===== src/rtl/id_stage.sv =====
// ---------------------------------------------------------------------------
// id_stage : instruction-decode stage of the 16-bit, 4-bit-opcode pipeline.
//
// Owns the IF/ID pipeline register, the 8 x 16-bit register file (r0 reads
// as zero), instruction decode, BZ branch resolution and hazard stalling.
//
// Ports
//   clk, rst           rising-edge clock, synchronous active-high reset
//   if_pc, if_instruction     instruction presented by fetch
//   wb_we, wb_addr, wb_data   register-file write-back
//   ex_mem_read, ex_reg_write, ex_rd   EX-stage hazard information
//   mem_reg_write, mem_rd              MEM-stage hazard information
//   enable1            fetch PC advance enable (0 = stall), combinational
//   branch_taken       BZ in ID is taken, combinational
//   branch_offse       imm6 of the ID instruction, combinational
//   id_*               registered ID/EX bundle
// ---------------------------------------------------------------------------
module id_stage #(
    parameter int NUM_REGS = 8,
    parameter int DATA_WID = 16
) (
    input  logic                clk,
    input  logic                rst,
    input  logic [7:0]          if_pc,
    input  logic [15:0]         if_instruction,
    input  logic                wb_we,
    input  logic [2:0]          wb_addr,
    input  logic [DATA_WID-1:0] wb_data,
    input  logic                ex_mem_read,
    input  logic                ex_reg_write,
    input  logic [2:0]          ex_rd,
    input  logic                mem_reg_write,
    input  logic [2:0]          mem_rd,
    output logic                enable1,
    output logic                branch_taken,
    output logic [5:0]          branch_offse,
    output logic                id_valid,
    output logic [7:0]          id_pc,
    output logic [2:0]          id_alu_op,
    output logic                id_alu_src_imm,
    output logic                id_mem_read,
    output logic                id_mem_write,
    output logic                id_reg_write,
    output logic [2:0]          id_rd,
    output logic [DATA_WID-1:0] id_rs_data,
    output logic [DATA_WID-1:0] id_rt_data,
    output logic [DATA_WID-1:0] id_imm
);

    localparam logic [3:0] OP_ADD  = 4'h1;
    localparam logic [3:0] OP_SRU  = 4'h8;
    localparam logic [3:0] OP_ADDI = 4'h9;
    localparam logic [3:0] OP_LD   = 4'hA;
    localparam logic [3:0] OP_ST   = 4'hB;
    localparam logic [3:0] OP_BZ   = 4'hC;

    typedef struct packed {
        logic                valid;
        logic [7:0]          pc;
        logic [2:0]          alu_op;
        logic                alu_src_imm;
        logic                mem_read;
        logic                mem_write;
        logic                reg_write;
        logic [2:0]          rd;
        logic [DATA_WID-1:0] rs_data;
        logic [DATA_WID-1:0] rt_data;
        logic [DATA_WID-1:0] imm;
    } id_ex_t;

    // IF/ID register
    logic                ifid_valid_q, ifid_valid_d;
    logic [7:0]          ifid_pc_q,    ifid_pc_d;
    logic [15:0]         ifid_instr_q, ifid_instr_d;

    // register file and ID/EX bundle
    logic [DATA_WID-1:0] regs_q [NUM_REGS];
    logic [DATA_WID-1:0] regs_d [NUM_REGS];
    id_ex_t              id_ex_q, id_ex_d;

    // decode signals
    logic [3:0]          op_s;
    logic [2:0]          rd_addr_s, rs_addr_s, rt_addr_s;
    logic [2:0]          alu_op_s;
    logic                src_imm_s, mem_read_s, mem_write_s, reg_write_s;
    logic                uses_rs_s, uses_rt_s, is_bz_s;
    logic [DATA_WID-1:0] rs_val_s, rt_val_s;
    logic                load_use_s, bz_haz_s, stall_s, taken_s;

    assign op_s      = ifid_instr_q[15:12];
    assign rd_addr_s = ifid_instr_q[11:9];
    assign rs_addr_s = ifid_instr_q[8:6];

    // Opcode decode; NOP, BZ and undefined opcodes leave every control bit low
    always_comb begin
        alu_op_s    = 3'd0;
        src_imm_s   = 1'b0;
        mem_read_s  = 1'b0;
        mem_write_s = 1'b0;
        reg_write_s = 1'b0;
        uses_rs_s   = 1'b0;
        uses_rt_s   = 1'b0;
        is_bz_s     = 1'b0;
        rt_addr_s   = ifid_instr_q[5:3];
        case (op_s)
            4'h1, 4'h2, 4'h3, 4'h4, 4'h5, 4'h6, 4'h7, 4'h8: begin
                // R-type opcodes 1..8 map onto ALU codes 0..7 in order
                alu_op_s    = 3'(op_s - OP_ADD);
                reg_write_s = 1'b1;
                uses_rs_s   = 1'b1;
                uses_rt_s   = 1'b1;
            end
            OP_ADDI: begin
                src_imm_s   = 1'b1;
                reg_write_s = 1'b1;
                uses_rs_s   = 1'b1;
            end
            OP_LD: begin
                src_imm_s   = 1'b1;
                mem_read_s  = 1'b1;
                reg_write_s = 1'b1;
                uses_rs_s   = 1'b1;
            end
            OP_ST: begin
                // store data register lives in [11:9] and rides the rt path
                src_imm_s   = 1'b1;
                mem_write_s = 1'b1;
                uses_rs_s   = 1'b1;
                uses_rt_s   = 1'b1;
                rt_addr_s   = rd_addr_s;
            end
            OP_BZ: begin
                uses_rs_s   = 1'b1;
                is_bz_s     = 1'b1;
            end
            default: begin
                alu_op_s    = 3'd0;
            end
        endcase
    end

    // Register-file read ports: r0 is zero, a same-cycle write-back bypasses
    always_comb begin
        rs_val_s = '0;
        rt_val_s = '0;
        if (rs_addr_s == 3'd0) begin
            rs_val_s = '0;
        end else if (wb_we && (wb_addr == rs_addr_s)) begin
            rs_val_s = wb_data;
        end else begin
            rs_val_s = regs_q[rs_addr_s];
        end
        if (rt_addr_s == 3'd0) begin
            rt_val_s = '0;
        end else if (wb_we && (wb_addr == rt_addr_s)) begin
            rt_val_s = wb_data;
        end else begin
            rt_val_s = regs_q[rt_addr_s];
        end
    end

    // A BZ must see its rs fully written back, so any in-flight writer stalls it
    assign load_use_s = ifid_valid_q && ex_mem_read && (ex_rd != 3'd0) &&
                        ((uses_rs_s && (ex_rd == rs_addr_s)) ||
                         (uses_rt_s && (ex_rd == rt_addr_s)));
    assign bz_haz_s   = ifid_valid_q && is_bz_s && (rs_addr_s != 3'd0) &&
                        ((ex_reg_write  && (ex_rd  == rs_addr_s)) ||
                         (mem_reg_write && (mem_rd == rs_addr_s)));
    assign stall_s    = load_use_s || bz_haz_s;
    assign taken_s    = ifid_valid_q && is_bz_s && (rs_val_s == '0) && !stall_s;

    assign enable1      = !stall_s;
    assign branch_taken = taken_s;
    assign branch_offse = ifid_instr_q[5:0];

    // IF/ID next state: bubble behind a taken branch, hold while stalled
    always_comb begin
        ifid_valid_d = ifid_valid_q;
        ifid_pc_d    = ifid_pc_q;
        ifid_instr_d = ifid_instr_q;
        if (taken_s) begin
            ifid_valid_d = 1'b0;
            ifid_pc_d    = 8'd0;
            ifid_instr_d = 16'h0000;
        end else if (!stall_s) begin
            ifid_valid_d = 1'b1;
            ifid_pc_d    = if_pc;
            ifid_instr_d = if_instruction;
        end else begin
            ifid_valid_d = ifid_valid_q;
        end
    end

    // ID/EX next state: decoded instruction, or an all-zero bubble on stall
    always_comb begin
        id_ex_d = '0;
        if (ifid_valid_q && !stall_s) begin
            id_ex_d.valid       = 1'b1;
            id_ex_d.pc          = ifid_pc_q;
            id_ex_d.alu_op      = alu_op_s;
            id_ex_d.alu_src_imm = src_imm_s;
            id_ex_d.mem_read    = mem_read_s;
            id_ex_d.mem_write   = mem_write_s;
            id_ex_d.reg_write   = reg_write_s;
            id_ex_d.rd          = rd_addr_s;
            id_ex_d.rs_data     = rs_val_s;
            id_ex_d.rt_data     = rt_val_s;
            id_ex_d.imm         = {{(DATA_WID-6){ifid_instr_q[5]}}, ifid_instr_q[5:0]};
        end else begin
            id_ex_d = '0;
        end
    end

    // Register-file next state; writes to r0 are dropped
    always_comb begin
        regs_d = regs_q;
        if (wb_we && (wb_addr != 3'd0)) begin
            regs_d[wb_addr] = wb_data;
        end else begin
            regs_d = regs_q;
        end
    end

    // State registers with synchronous reset
    always_ff @(posedge clk) begin
        if (rst) begin
            ifid_valid_q <= 1'b0;
            ifid_pc_q    <= 8'd0;
            ifid_instr_q <= 16'h0000;
            id_ex_q      <= '0;
            for (int i = 0; i < NUM_REGS; i++) begin
                regs_q[i] <= '0;
            end
        end else begin
            ifid_valid_q <= ifid_valid_d;
            ifid_pc_q    <= ifid_pc_d;
            ifid_instr_q <= ifid_instr_d;
            id_ex_q      <= id_ex_d;
            regs_q       <= regs_d;
        end
    end

    assign id_valid       = id_ex_q.valid;
    assign id_pc          = id_ex_q.pc;
    assign id_alu_op      = id_ex_q.alu_op;
    assign id_alu_src_imm = id_ex_q.alu_src_imm;
    assign id_mem_read    = id_ex_q.mem_read;
    assign id_mem_write   = id_ex_q.mem_write;
    assign id_reg_write   = id_ex_q.reg_write;
    assign id_rd          = id_ex_q.rd;
    assign id_rs_data     = id_ex_q.rs_data;
    assign id_rt_data     = id_ex_q.rt_data;
    assign id_imm         = id_ex_q.imm;

endmodule


===== config.mk =====
export PLATFORM = sky130hd
export DESIGN_NAME = id_stage
export DESIGN_NICKNAME = d
export VERILOG_FILES = /design/src/rtl/id_stage.sv
export SDC_FILE = /design/constraint.sdc
export NUM_CORES = 1
export LEC_CHECK = 0
export BUFFER_PORTS_ARGS = -buffer_cell sky130_fd_sc_hd__buf_2
export CAP_MARGIN = 10
export CORE_MARGIN = 2
export CORE_UTILIZATION = 45
export CTS_CLUSTER_SIZE = 14
export DETAILED_ROUTE_END_ITERATION = 10
export MAX_ROUTING_LAYER = met4
export PLACE_DENSITY = 0.67
export SLEW_MARGIN = 20
export SYNTH_ARGS = -nofsm -noshare
export SYNTH_HDL_FRONTEND = slang
export SYNTH_SLANG_ARGS = --single-unit

===== constraint.sdc =====
create_clock -name clk -period 3.3 [get_ports clk]
set_input_delay 0.66 -clock clk [delete_from_list [all_inputs] [get_ports clk]]
set_output_delay 0.66 -clock clk [all_outputs]
set_load 0.005 [all_outputs]

==> run_results.csv <==
group,metric,value,unit
status,outcome,"complete, but fails checks",
status,violations,"negative setup slack",
power_and_ir_drop,powerDensity,506.9,nW/um^2
critical_path,arrival,2.99,ns
critical_path,required,2.64,ns
sta,period_needed,3.647,ns
grt,antenna_found_initial,1,
critical_path,crit_type,"reg2out",
synth,synth-edff-count,0,
final_layout,final_cell_mix,"nand2_1 (371), dfxtp_1 (205), buf_2 (127)",
drt,vias,9318,
drt,wl_per_cell,19.52,um
sta,worst_hold_slack,0.4558,ns
die,io-pin-count,130,
sta,fmax,0.2742,GHz
sta,slew_headroom,0.3600,
clock_network,clk_latency,0.52,ns
synth,synth.area.top_cells,"dfxtp_1 (42%), nand2_1 (14%), a21oi_1 (6.3%)",
sta,skew,0.01408,ns
synth,synth_cells,1236,
critical_path,critPathMaxFanout,8,
synth,yosysWarnings,0,
sta,worst_slack,-0.3469,ns
critical_path,end_kind,"output port",
clock_network,clockBufferDepth,3,
sta,finalMaxSlewViolations,0,
clock_network,root_buffer,"clkbuf_16",
drt,drtIter0Drc,865,
sta,finalSetupViolCount,1,
synth,dominantRegCellSynth,"dfxtp_1",
grt,grt_pass1_vias,8758,
die,die-width,153.0,um
drt,avgViaCountPerCell,5.724,
die,start_util,0.4577,
clock_network,cts_tree,"yes",
synth,ys_seq_elements,210,
sta,timing.final.crit_share,1.105,
final_layout,fillCellCount,2017,
die,core.rowCount,54,
synth,synth_top_area_cell,"dfxtp_1",
drt,firstDrtPassIters,6,
grt,grt_pass1_wl,49730,um
final_layout,drive_above_1_share,0.2242,
synth,synth.net_count,1296,
clock_network,htreeDepth,1,
placement,globalplace.congestion,0.8946,
drt,routed_wirelength,31790,um
drt,drc,0,
clock_network,numClockSinks,210,
grt,grt_overflow,0,
sta,grt_setup_unrepaired,"true",
sta,finalSetupTns,-0.3469,ns
synth,avgSynthCellArea,8.082,sq um
critical_path,worst_setup_path_start_kind,"flop",
synth,ys_seq_area_frac,0.4208,
grt,grt_max_degree,154,
die,die_y,153.0,um
synth,netlist_area,9990,sq um
placement,post-dp-hpwl,20480,um
sta,hold_viol_final,0,
final_layout,multiInputGateArea,5326,sq um
worst_hold_path,hold_path.class,"reg2reg",
final_layout,area_growth,20.04,%
run,maxCapViolCount,0,
final_layout,seqCellArea,4218,sq um
power_and_ir_drop,p_leak,4.665,nW
die,die-area,23410,sq um
power_and_ir_drop,ir_drop,274.3,uV
sta,worst_slew_pin_slew,0.9577,ns
placement,port_buffers,129,
final_layout,final_common_cell,"nand2_1",
die,core_area,21820,sq um
grt,track_usage,0.2724,
drt,antenna_left,0,
final_layout,finalNetCount,1394,
clock_network,cts_buffers,23,
clock_network,clk_pin_slew,0.06,ns
synth,yosysTopAreaCellShare,0.4208,
synth,synthArstFlopShare,0,
synth,yosys.cell_types.count,57,
[final cells by class]
class | count | share of cell area
multi-input combinational | 893 | 0.4442
sequential | 210 | 0.3517
timing repair buffer | 199 | 0.1076
clock buffer | 31 | 0.05551
tap | 280 | 0.02922
clock inverter | 7 | 0.009391
inverter | 7 | 0.002191
antenna | 1 | 0.0002087
[cell usage after synthesis (all sizes together) (2+ instances only)]
| library cell | n |
|---|---|
| nor2b | 24 |
| nor3 | 7 |
| and3b | 2 |
| nand2 | 373 |
| o31ai | 2 |
| a31oi | 18 |
| nor4 | 2 |
| mux4 | 24 |
| buf | 41 |
| nand4 | 6 |
| clkbuf | 85 |
| xnor2 | 12 |
| and3 | 19 |
| dfxtp | 210 |
| ha | 5 |
| nand2b | 6 |
| nor2 | 51 |
| nand3b | 6 |
| mux2i | 38 |
| mux2 | 9 |
| inv | 7 |
| and4 | 2 |
| and2 | 20 |
| a211oi | 48 |
| a311oi | 16 |
| a21oi | 126 |
| o21ai | 9 |
| or3 | 3 |
| xor2 | 2 |
| a22oi | 5 |
| o211ai | 2 |
| nand3 | 43 |
[sequential cells by signal, indices dropped and copies added, names as in the netlist]
register	cells
regs_q	128
id_rs_data	16
id_rt_data	16
ifid_instr_q	16
id_pc	8
ifid_pc_q	8
id_imm	6
id_alu_op	3
id_rd	3
id_alu_src_imm	1
id_mem_read	1
id_mem_write	1
id_reg_write	1
id_valid	1
ifid_valid_q	1
[power by group]
group	switching (mW)	leakage [nW]	total (mW)	internal, mW
logic	0.454	2.57	0.739	0.285
clock network	1.05	0.383	2.68	1.63
registers	0.0551	1.71	2.66	2.60
total	1.56	4.66	6.08	4.52
[per-layer routing]
| metal | global-route usage | part of all wire |
|---|---|---|
| met5 | - | 0 |
| met4 | 0.08025 | 0.027 |
| met3 | 0.05359 | 0.089 |
| met2 | 0.4207 | 0.45 |
| met1 | 0.3645 | 0.43 |
[timing repair]
action | CTS | global route
pin swaps | 9 | 7
endpoints found under the setup margin | 2 | 2
hold buffers | 0 | 0
setup buffers | 7 | 5
resized for setup | 22 | 21
[worst paths after layout]
path | startpoint | endpoint | slack (ns) | cells after the start
max | ifid_instr_q[6] | branch_taken | -0.35 | 9
min | ifid_pc_q[1] | id_pc[1] | 0.46 | 1
max reg2reg | ifid_instr_q[6] | id_rs_data[11] | 0.12 | 13
min reg2reg | ifid_pc_q[1] | id_pc[1] | 0.46 | 1
[critical path, stage by stage, from the launching register on]
cell	delay [ns]
dfxtp_4	0.42
buf_8	0.15
mux4_2	0.50
nand2_2	0.07
nand3_2	0.07
or4b_1	0.52
o32a_1	0.21
o31ai_4	0.23
and2_4	0.20
buf_6	0.09
[cell families (layout without fill, tap and decap cells)]
kind of cell,Yosys count,in the layout,share of synthesized area
buf+inv,133,244,0.06238
other cells,0,1,0
simple gates,566,566,0.2455
mux,71,71,0.1046
compound gates,237,237,0.1482
flops,210,210,0.4208
xor+xnor,14,14,0.01227
fa+ha+maj,5,5,0.006263
[stage by stage]
stage,setup slack [ns],instances,area [sq um],power [mW],utilization
final,-0.3469,1628,11990,6.079,0.5495
after global routing,-0.4252,1628,11990,6.262,0.5495
after floorplan,-0.07476,1236,9990,3.149,-
after detailed placement,0.008618,1577,10960,3.399,0.5023
after CTS,-0.3733,1622,11860,6.080,0.5435
after global placement,0.05322,1577,10960,3.391,0.5023
Note: power is estimated with default switching activity, not from simulation.
